[src/rtl/delay_align_ctrl.sv]
// Delay-alignment controller: sweeps the delay select, correlates ref_sig against
// dly_sig over 2^LOG2_N samples per setting, then programs the best-scoring setting.
module delay_align_ctrl #(
    parameter int unsigned MAX_DELAY      = 10,
    parameter int unsigned SETTLE_SAMPLES = 2,
    parameter int unsigned LOG2_N         = 4
) (
    input  logic                   sys_clk,
    input  logic                   reset,
    input  logic                   sam_clk_en,
    input  logic                   start,
    input  logic [17:0]            ref_sig,
    input  logic [17:0]            dly_sig,
    output logic [3:0]             delay_change,
    output logic                   busy,
    output logic                   done,
    output logic [3:0]             best_delay,
    output logic [36+LOG2_N-1:0]   best_metric
);

    localparam int unsigned       ACC_W       = 36 + LOG2_N;
    localparam logic [3:0]        LAST_DELAY  = 4'(MAX_DELAY);
    localparam logic [7:0]        SETTLE_LAST = 8'(SETTLE_SAMPLES - 1);
    localparam logic [LOG2_N-1:0] SAMPLE_LAST = '1;

    typedef enum logic [2:0] {
        S_IDLE,
        S_SETTLE,
        S_ACCUM,
        S_COMPARE,
        S_FINISH
    } state_e;

    state_e              state_q, state_d;
    logic [3:0]          delay_q, delay_d;
    logic                busy_q, busy_d;
    logic                done_q, done_d;
    logic [3:0]          best_delay_q, best_delay_d;
    logic [ACC_W-1:0]    best_metric_q, best_metric_d;
    logic [ACC_W-1:0]    acc_q, acc_d;
    logic [7:0]          settle_cnt_q, settle_cnt_d;
    logic [LOG2_N-1:0]   sample_cnt_q, sample_cnt_d;
    logic signed [35:0]  product;

    always_comb begin
        product       = $signed(ref_sig) * $signed(dly_sig);
        state_d       = state_q;
        delay_d       = delay_q;
        busy_d        = busy_q;
        done_d        = 1'b0;
        best_delay_d  = best_delay_q;
        best_metric_d = best_metric_q;
        acc_d         = acc_q;
        settle_cnt_d  = settle_cnt_q;
        sample_cnt_d  = sample_cnt_q;

        case (state_q)
            S_IDLE: begin
                if (start) begin
                    state_d      = S_SETTLE;
                    delay_d      = '0;
                    busy_d       = 1'b1;
                    settle_cnt_d = '0;
                    sample_cnt_d = '0;
                    acc_d        = '0;
                end
            end
            S_SETTLE: begin
                if (sam_clk_en) begin
                    if (settle_cnt_q == SETTLE_LAST) begin
                        state_d      = S_ACCUM;
                        sample_cnt_d = '0;
                    end else begin
                        settle_cnt_d = settle_cnt_q + 8'd1;
                    end
                end
            end
            S_ACCUM: begin
                if (sam_clk_en) begin
                    acc_d = acc_q + {{LOG2_N{product[35]}}, product};
                    if (sample_cnt_q == SAMPLE_LAST) begin
                        state_d = S_COMPARE;
                    end else begin
                        sample_cnt_d = sample_cnt_q + 1'b1;
                    end
                end
            end
            S_COMPARE: begin
                // The first candidate always seeds the best; later ones must strictly beat it.
                if (delay_q == '0 || $signed(acc_q) > $signed(best_metric_q)) begin
                    best_metric_d = acc_q;
                    best_delay_d  = delay_q;
                end
                if (delay_q == LAST_DELAY) begin
                    state_d = S_FINISH;
                end else begin
                    state_d      = S_SETTLE;
                    delay_d      = delay_q + 4'd1;
                    acc_d        = '0;
                    settle_cnt_d = '0;
                end
            end
            S_FINISH: begin
                state_d = S_IDLE;
                delay_d = best_delay_q;
                done_d  = 1'b1;
                busy_d  = 1'b0;
            end
            default: begin
                state_d = S_IDLE;
            end
        endcase
    end

    always_ff @(posedge sys_clk) begin
        if (reset) begin
            state_q       <= S_IDLE;
            delay_q       <= '0;
            busy_q        <= 1'b0;
            done_q        <= 1'b0;
            best_delay_q  <= '0;
            best_metric_q <= '0;
            acc_q         <= '0;
            settle_cnt_q  <= '0;
            sample_cnt_q  <= '0;
        end else begin
            state_q       <= state_d;
            delay_q       <= delay_d;
            busy_q        <= busy_d;
            done_q        <= done_d;
            best_delay_q  <= best_delay_d;
            best_metric_q <= best_metric_d;
            acc_q         <= acc_d;
            settle_cnt_q  <= settle_cnt_d;
            sample_cnt_q  <= sample_cnt_d;
        end
    end

    assign delay_change = delay_q;
    assign busy         = busy_q;
    assign done         = done_q;
    assign best_delay   = best_delay_q;
    assign best_metric  = best_metric_q;

endmodule

[config.mk]
export PLATFORM = sky130hd
export DESIGN_NAME = delay_align_ctrl
export DESIGN_NICKNAME = d
export VERILOG_FILES = /design/src/rtl/delay_align_ctrl.sv
export SDC_FILE = /design/constraint.sdc
export NUM_CORES = 1
export LEC_CHECK = 0
export BUFFER_PORTS_ARGS = -buffer_cell sky130_fd_sc_hd__buf_2
export CAP_MARGIN = 20
export CORE_UTILIZATION = 24
export CTS_CLUSTER_SIZE = 20
export DETAILED_ROUTE_END_ITERATION = 10
export PLACE_DENSITY = 0.35
export RECOVER_POWER = 25
export SETUP_SLACK_MARGIN = 0.1
export SLEW_MARGIN = 0
export SYNTH_ARGS = -nofsm -noshare
export SYNTH_HDL_FRONTEND = slang
export SYNTH_SLANG_ARGS = --single-unit
[constraint.sdc]
create_clock -name sys_clk -period 8.52 [get_ports sys_clk]
set_input_delay 0.852 -clock sys_clk [delete_from_list [all_inputs] [get_ports sys_clk]]
set_output_delay 0.852 -clock sys_clk [all_outputs]
set_load 0.01 [all_outputs]
== Word-level counts from Yosys, hierarchy flattened ==
Cells that the tools add are included.

* Register bits: 105
* Bits of input ports: 40
* Output and inout bits: 50
* Word-level logic and storage cells: 72

* Add/sub/neg operators: 4
* Multiply operators: 1
* $lt $le $gt $ge: 1
* Equal/unequal tests: 15
* Mux-type cells: 27
* Reductions and logical operators: 15

{| class="wikitable"
|+ Operator list
! cell !! count
|-
| 2-to-1 mux 40 bit || 3
|-
| case mux 40 bit (3 select lines) || 1
|-
| adder 40 bit || 1
|-
| greater-than comparator 40 bit || 1
|-
| multiplier 18 x 18 -> 36 bit || 1
|-
| 2-to-1 mux 8 bit || 4
|-
| 2-to-1 mux 4 bit || 6
|-
| case mux 4 bit (3 select lines) || 2
|-
| case mux 8 bit (3 select lines) || 1
|-
| 2-to-1 mux 3 bit || 6
|-
| != test 2 bit, second input constant || 8
|-
| case mux 3 bit (4 select lines) || 1
|-
| nonzero test 3 bit || 4
|-
| AND reduction 5 bit || 2
|-
| adder 4 x 1 -> 4 bit, second input constant || 2
|-
| adder 8 x 1 -> 8 bit, second input constant || 1
|-
| equality test 4 bit, second input constant || 2
|-
| equality test 8 x 1 -> 1 bit, second input constant || 1
|-
| equality test 3 x 2 -> 1 bit, second input constant || 2
|-
| AND reduction 6 bit || 1
|-
| zero test 4 bit || 1
|-
| AND reduction 2 bit || 2
|-
| AND reduction 4 bit || 1
|-
| equality test 3 x 1 -> 1 bit, second input constant || 1
|-
| other kinds (7) || 8
|}

== Longest topological paths before layout ==
Gate-level depths: netlist (run 1).

* Word-level depth: 4
* Depth in mapped cells: 36
* Depth with buffers taken out: 35

== Worst setup path before layout (run 1) ==
Ideal clock, no wire load.

* Path type: input-to-reg
* From: input dly_sig[9]
* To: register acc_q[39]
* Arrival: 8.423 ns
* Required time: 8.401 ns
* Path slack: -0.022 ns
* Cell stages on the path: 35
* Buffers on the path: 2
* Cell sequence: clkbuf_1 -> clkbuf_1 -> nand2_1 -> fa_1 -> inv_1 -> fa_1 -> inv_1 -> fa_1 -> inv_1 -> fa_1 -> fa_1 -> inv_1 -> fa_1 -> inv_1 -> ha_1 -> a21o_1 -> a21o_1 -> a21oi_1 -> o211ai_1 -> o21ai_0 -> nand2b_1 -> a211o_1 -> a21o_1 -> a21oi_1 -> xnor2_1 -> ha_1 -> a21o_1 -> or3_1 -> a311oi_1 -> nor2_1 -> a21oi_1 -> o21ai_0 -> xnor2_1 -> nor3_2 -> o21bai_1

* Longest elaborated chain between the ends: 4

{| class="wikitable"
|+ RTL lines
! what !! line !! source
|-
| from (decl) || 13 || <nowiki>input logic [17:0] dly_sig,</nowiki>
|-
| multiplier 18 x 18 -> 36 bit || 46 || <nowiki>product = $signed(ref_sig) * $signed(dly_sig);</nowiki>
|-
| adder 40 bit || 80 || <nowiki>acc_d = acc_q + {{LOG2_N{product[35]}}, product};</nowiki>
|-
| 2-to-1 mux 40 bit || 79 || <nowiki>if (sam_clk_en) begin</nowiki>
|-
| case mux 40 bit (3 select lines) || 57 || <nowiki>case (state_q)</nowiki>
|-
| to (signal assigned) || 123 || <nowiki>acc_q <= '0;</nowiki>
|-
| to (signal assigned) || 133 || <nowiki>acc_q <= acc_d;</nowiki>
|-
| to (decl) || 40 || <nowiki>logic [ACC_W-1:0] acc_q, acc_d;</nowiki>
|}

Every way passes these cells. The select of a mux whose other input is x is not followed.
A chain may end at the register's enable or synchronous reset.

== Final worst setup path (run 1) ==
* From: input dly_sig[6]
* To: register acc_q[35]

Same word-level chain as after synthesis.

==> results of run 1 <==
[stage by stage]
stage	setup slack [ps]	hold slack [ps]	instance area, um2	util
CTS	122	476	22300	0.286
finish	411	479	22500	0.289
detailed placement	-308	462	21900	0.281
floorplan	136	441	19000	-
global placement	-315	462	21900	0.281
global route	79.2	515	22500	0.289
[worst register-to-register path, stage by stage, from the launching register on]
cell      delay [ps]
dfxtp_1          460
ha_1             300
a21o_1           160
a21o_1           160
a21o_1           180
a211oi_1         250
o21ai_0          150
a222oi_1         640
nand4_1          200
mux2i_1          220
o31ai_4          430
buf_4            670
mux2i_1          310
nor2_1            60
[how the worst max path moves through the flow]
stage | startpoint | endpoint | slack (ps) | depth (start not counted)
4_1_cts | dly_sig[6] | acc_q[39] | 120 | 35
6_report | dly_sig[6] | acc_q[35] | 410 | 36
2_1_floorplan | dly_sig[9] | acc_q[39] | 140 | 35
3_3_place_gp | dly_sig[6] | acc_q[39] | -310 | 35
3_5_place_dp | dly_sig[6] | acc_q[39] | -310 | 35
5_1_grt | dly_sig[4] | acc_q[39] | 80 | 35
[what timing repair did]
| action | CTS | global route |
|---|---|---|
| pin swaps | 2 | 33 |
| buffers inserted | 0 | 8 |
| gates resized for setup | 4 | 50 |
| setup endpoints to repair | 2 | 13 |
[sequential cells by signal, indices dropped and copies added (netlist names)]
register      count
sample_cnt_q      4
busy              1
done              1
best_delay        4
delay_change      4
best_metric      40
settle_cnt_q      8
state_q           3
acc_q            40
[cells by family after synthesis]
logic type               synth area share
adder cells (fa/ha/maj)             0.464
XOR/XNOR                           0.0349
buffers and inverters               0.103
multiplexers                       0.0247
flip-flops                          0.110
AO/OA/AOI/OAI                       0.102
AND/OR/NAND/NOR                     0.160
[layout make-up]
type	instances	area, um2
Sequential cell	105	2100
Inverter	431	1620
Clock buffer	10	229
Fill cell	8420	55500
Multi-Input combinational cell	1544	15200
Timing Repair Buffer	288	1960
Tap cell	1040	1300
Clock inverter	5	105
[cell usage in the layout (no fill, tap or decap), drive strengths merged, types with 4 or more instances in the layout]
| cell type | instances |
|---|---|
| inv | 431 |
| buf | 249 |
| a21oi | 83 |
| ha | 178 |
| nand2 | 181 |
| nor3 | 19 |
| nor2 | 151 |
| o211ai | 9 |
| nand3 | 19 |
| clkbuf | 49 |
| o21bai | 14 |
| a21o | 41 |
| o21a | 10 |
| xor2 | 26 |
| and3 | 7 |
| a21boi | 4 |
| or2 | 5 |
| dfxtp | 105 |
| nor2b | 11 |
| fa | 330 |
| a211oi | 15 |
| xnor2 | 49 |
| nand2b | 12 |
| and2 | 177 |
| a22oi | 31 |
| mux2i | 47 |
| or3 | 5 |
| a31oi | 8 |
| o21ai | 53 |
| nand4 | 21 |
[metal layers]
layer	GRT usage	vias up	share of wire
met5	0	-	0
met4	0.0222	0	0.014
met3	0.0109	34	0.018
met2	0.246	133	0.53
met1	0.171	7387	0.44
li1	-	7197	-
==> results.yml, run 1 <==
job:
  maxCapViolations: 0
clocking:
  h-tree-depth: 3
  insertion_delay_ps: 360
  hold_buffers: 0
  clk_pin_slew_ps: 70
  cts_buffers: 9
  cts_root_buf: "clkbuf_16"
  cts_tree: "done"
  clk_path_buf_depth: 2
  clock-sinks: 105
global_routing:
  grt_pass1_wl_um: 86100
  grt_overflow_total: 0
  antenna_found_initial: 0
  grt_pass1_vias: 15600
  grt_usage: 0.134
  grt_start_max_net_pins: 58
final_layout:
  layout.cells.non_filler: 3423
  area_growth_pct: 18.3
  drive_gt1_frac: 0.135
  antenna_cells: 0
  final_nets: 2927
hold_path:
  timing.hold.worst_endpoint: "sample_cnt_q[1]"
  hold_depth: 2
  hp-start: "sample_cnt_q[1]"
  hp-class: "reg -> reg"
worst_setup_path:
  crit_fanout: 8
  critPathBufInv: 9
  worst-setup-path-type: "in -> reg"
  critical-path-top-delay-family: "adder cells"
  r2r_cells: 13
  critPathMaxStageDelay_ps: 550
  reg2reg_to: "best_metric[7]"
  crit_arrival_ps: 8330
  critPathMostFrequentCell: "fa_1"
  start_kind: "input pin"
  critPathSlowestCell: "fa_1"
  end_kind: "register"
  required_ps: 8740
  r2r-start: "acc_q[9]"
  r2r_slack_ps: 4190
detailed_routing:
  drt_iter0_markers: 493
  detail_route.wirelength_um: 52600
  vias_per_cell: 4.31
  ant_nets: 0
  vias: 14800
  first_pass_iters: 4
  remaining_drc_errors: 0
  avgRoutedWirePerCell_um: 15.4
outcome:
  status: "completed"
yosys:
  ys.flop_type: "dfxtp_1"
  synth_most_common_cell: "inv_1"
  synth_largest_area_cell: "fa_1"
  postSynthNetCount: 2701
  synthTopCellsByArea: "fa_1 35%, ha_1 12%, dfxtp_1 11%"
  synth-edff-count: 0
  synth_seq_area_share: 0.110
  async_reset_ff_frac: 0
  synth_area_um2: 19000
  postSynthCellCount: 2153
  synth_commonest_cells: "431 x inv_1, 330 x fa_1, 181 x nand2_1"
  yosys.cell_types.count: 67
  synthDominantCellAreaShare: 0.347
  ys_warn_count: 0
  ys_ff_latch: 105
  syn_area_per_cell_um2: 8.84
timing:
  slew_viol_final: 0
  fin_crit_ps: 8110
  finalHoldViolations: 0
  rsz0062_at_grt: "true"
  fmax_mhz: 123
  finalSetupTns_ps: 0
  worst_pin_slew_ps: 786
  setup_violations: 0
  finalCritPeriodShare: 0.952
  finClkSkew_ps: 7.99
  relSlewSlack: 0.471
die:
  die_w_um: 284
  design.die.area_um2: 80400
  fp.dieH_um: 284
  core_area_um2: 78000
  rows: 102
  io-pin-count: 90
  initial_core_util: 0.244
placed_design:
  portBuffers: 89
  dpl.hpwl_um: 46300
  place.gp.congestion: 0.805
  dp_cells: 3400
Power of run 1 is not shown: default switching activity piles up to over one toggle a cycle in this logic, so the estimate is an artifact.
==> inputs of run 2 (changes only) <==
Settings changed: REMOVE_ABC_BUFFERS set to 1.
==> run 2 against run 1 <==
Against the previous run: global-route usage shrank 0.22 points; sequential share of layout area is essentially flat; core utilization grew 0.15 points; via count shrank 0.56%; routed wire length shrank 2.9%; maximum frequency shrank 0.12%; register-to-register slack gained 130 ps.
==> results.yml, run 2 (same netlist as run 1, synthesis figures left out) <==
outcome:
  status: "completed"
timing:
  slew_viol_final: 0
  finalHoldViolations: 0
  setup_violations: 0
  fmax_mhz: 123
  finalCritPeriodShare: 0.953
  relSlewSlack: 0.468
  fin_crit_ps: 8120
  holdWs_ps: 477
  worst_pin_slew_ps: 798
  worst_slack_ps: 401
  finClkSkew_ps: 12.1
  rsz0062_at_grt: "true"
clocking:
  cts_buffers: 9
  h-tree-depth: 3
  clock-sinks: 105
  cts_root_buf: "clkbuf_16"
  clk_pin_slew_ps: 80
  clk_path_buf_depth: 2
  cts_tree: "done"
  insertion_delay_ps: 370
  hold_buffers: 0
global_routing:
  grt_overflow_total: 0
  antenna_found_initial: 0
  grt_start_max_net_pins: 71
  grt_pass1_wl_um: 85400
  grt_pass1_vias: 15900
  grt_usage: 0.132
hold_path:
  hp-class: "reg -> reg"
worst_setup_path:
  required_ps: 8750
  r2r_slack_ps: 4320
  end_kind: "register"
  critPathMostFrequentCell: "fa_1"
  start_kind: "input pin"
  crit_arrival_ps: 8350
  critPathMaxStageDelay_ps: 530
  critPathSlowestCell: "fa_1"
  crit_fanout: 8
  worst-setup-path-type: "in -> reg"
detailed_routing:
  vias: 14700
  drt_iter0_markers: 493
  first_pass_iters: 5
  avgRoutedWirePerCell_um: 14.9
  vias_per_cell: 4.28
  remaining_drc_errors: 0
  detail_route.wirelength_um: 51100
  ant_nets: 0
final_layout:
  postLayoutCellArea_um2: 22600
  final_cell_mix: "431 x inv_1, 323 x fa_1, 192 x buf_4"
  antenna_cells: 0
  final_nets: 2930
  drive_gt1_frac: 0.139
  final_common_cell: "inv_1"
  area_growth_pct: 18.9
placed_design:
  placed_area_um2: 22000
  dpl.hpwl_um: 44800
  portBuffers: 89
  post-place-ws_ps: -449
  place.gp.congestion: 0.772
die:
  initial_core_util: 0.244
  rows: 102
  design.die.area_um2: 80400
  core_area_um2: 78000
  fp.dieH_um: 284
  io-pin-count: 90
  die_w_um: 284
job:
  maxCapViolations: 0
## run 2: cell types whose count changed in the layout (fill, tap and decap cells not counted), sizes merged
cell	change
buf	-2
inv	+1
bufinv	+1
clkinvlp	-1
clkbuf	+5
## run 2: layer usage
metal,part of all wire,track usage,vias up
met3,0.017,0.0147,26
met5,0,0,-
li1,-,-,7200
met2,0.52,0.237,118
met4,0.010,0.0189,0
met1,0.46,0.171,7325
## run 2: worst paths after layout
path                    from         endpoint  depth (start not counted)
max               dly_sig[6]        acc_q[37]                         35
min          sample_cnt_q[1]  sample_cnt_q[1]                          2
min reg2reg  sample_cnt_q[1]  sample_cnt_q[1]                          2
max reg2reg   best_metric[9]  best_metric[13]                         14
## run 2: cell type report
type	instances	area [um2]
Clock buffer	10	229
Clock inverter	6	139
Fill cell	8347	55300
Inverter	431	1620
Multi-Input combinational cell	1544	15200
Sequential cell	105	2100
Tap cell	1040	1300
Timing Repair Buffer	291	2020
## run 2: metrics by stage
stage	TNS (ps)	std cells	utilization
2_1_floorplan	0	2080	-
3_3_place_gp	-2620	3405	0.282
3_5_place_dp	-2800	3405	0.282
4_1_cts	0	3422	0.287
5_1_grt	0	3427	0.290
6_report	0	3427	0.290
## run 2: what timing repair did
item / CTS / global route
pin swaps: 3 / 51
buffers inserted: 1 / 5
endpoints found under the hold margin: 0 / 0
setup endpoints to repair: 4 / 12
resized for setup: 4 / 70
## run 2: worst max-delay path, delay by kind of cell
family / cells / cell delay, ps
AND/OR/NAND/NOR: 4 / 690
AO/OA/AOI/OAI: 15 / 2530
buffers and inverters: 6 / 490
XOR/XNOR: 2 / 290
adder cells (fa/ha/maj): 8 / 3450
Power of run 2 is left out for the same reason.
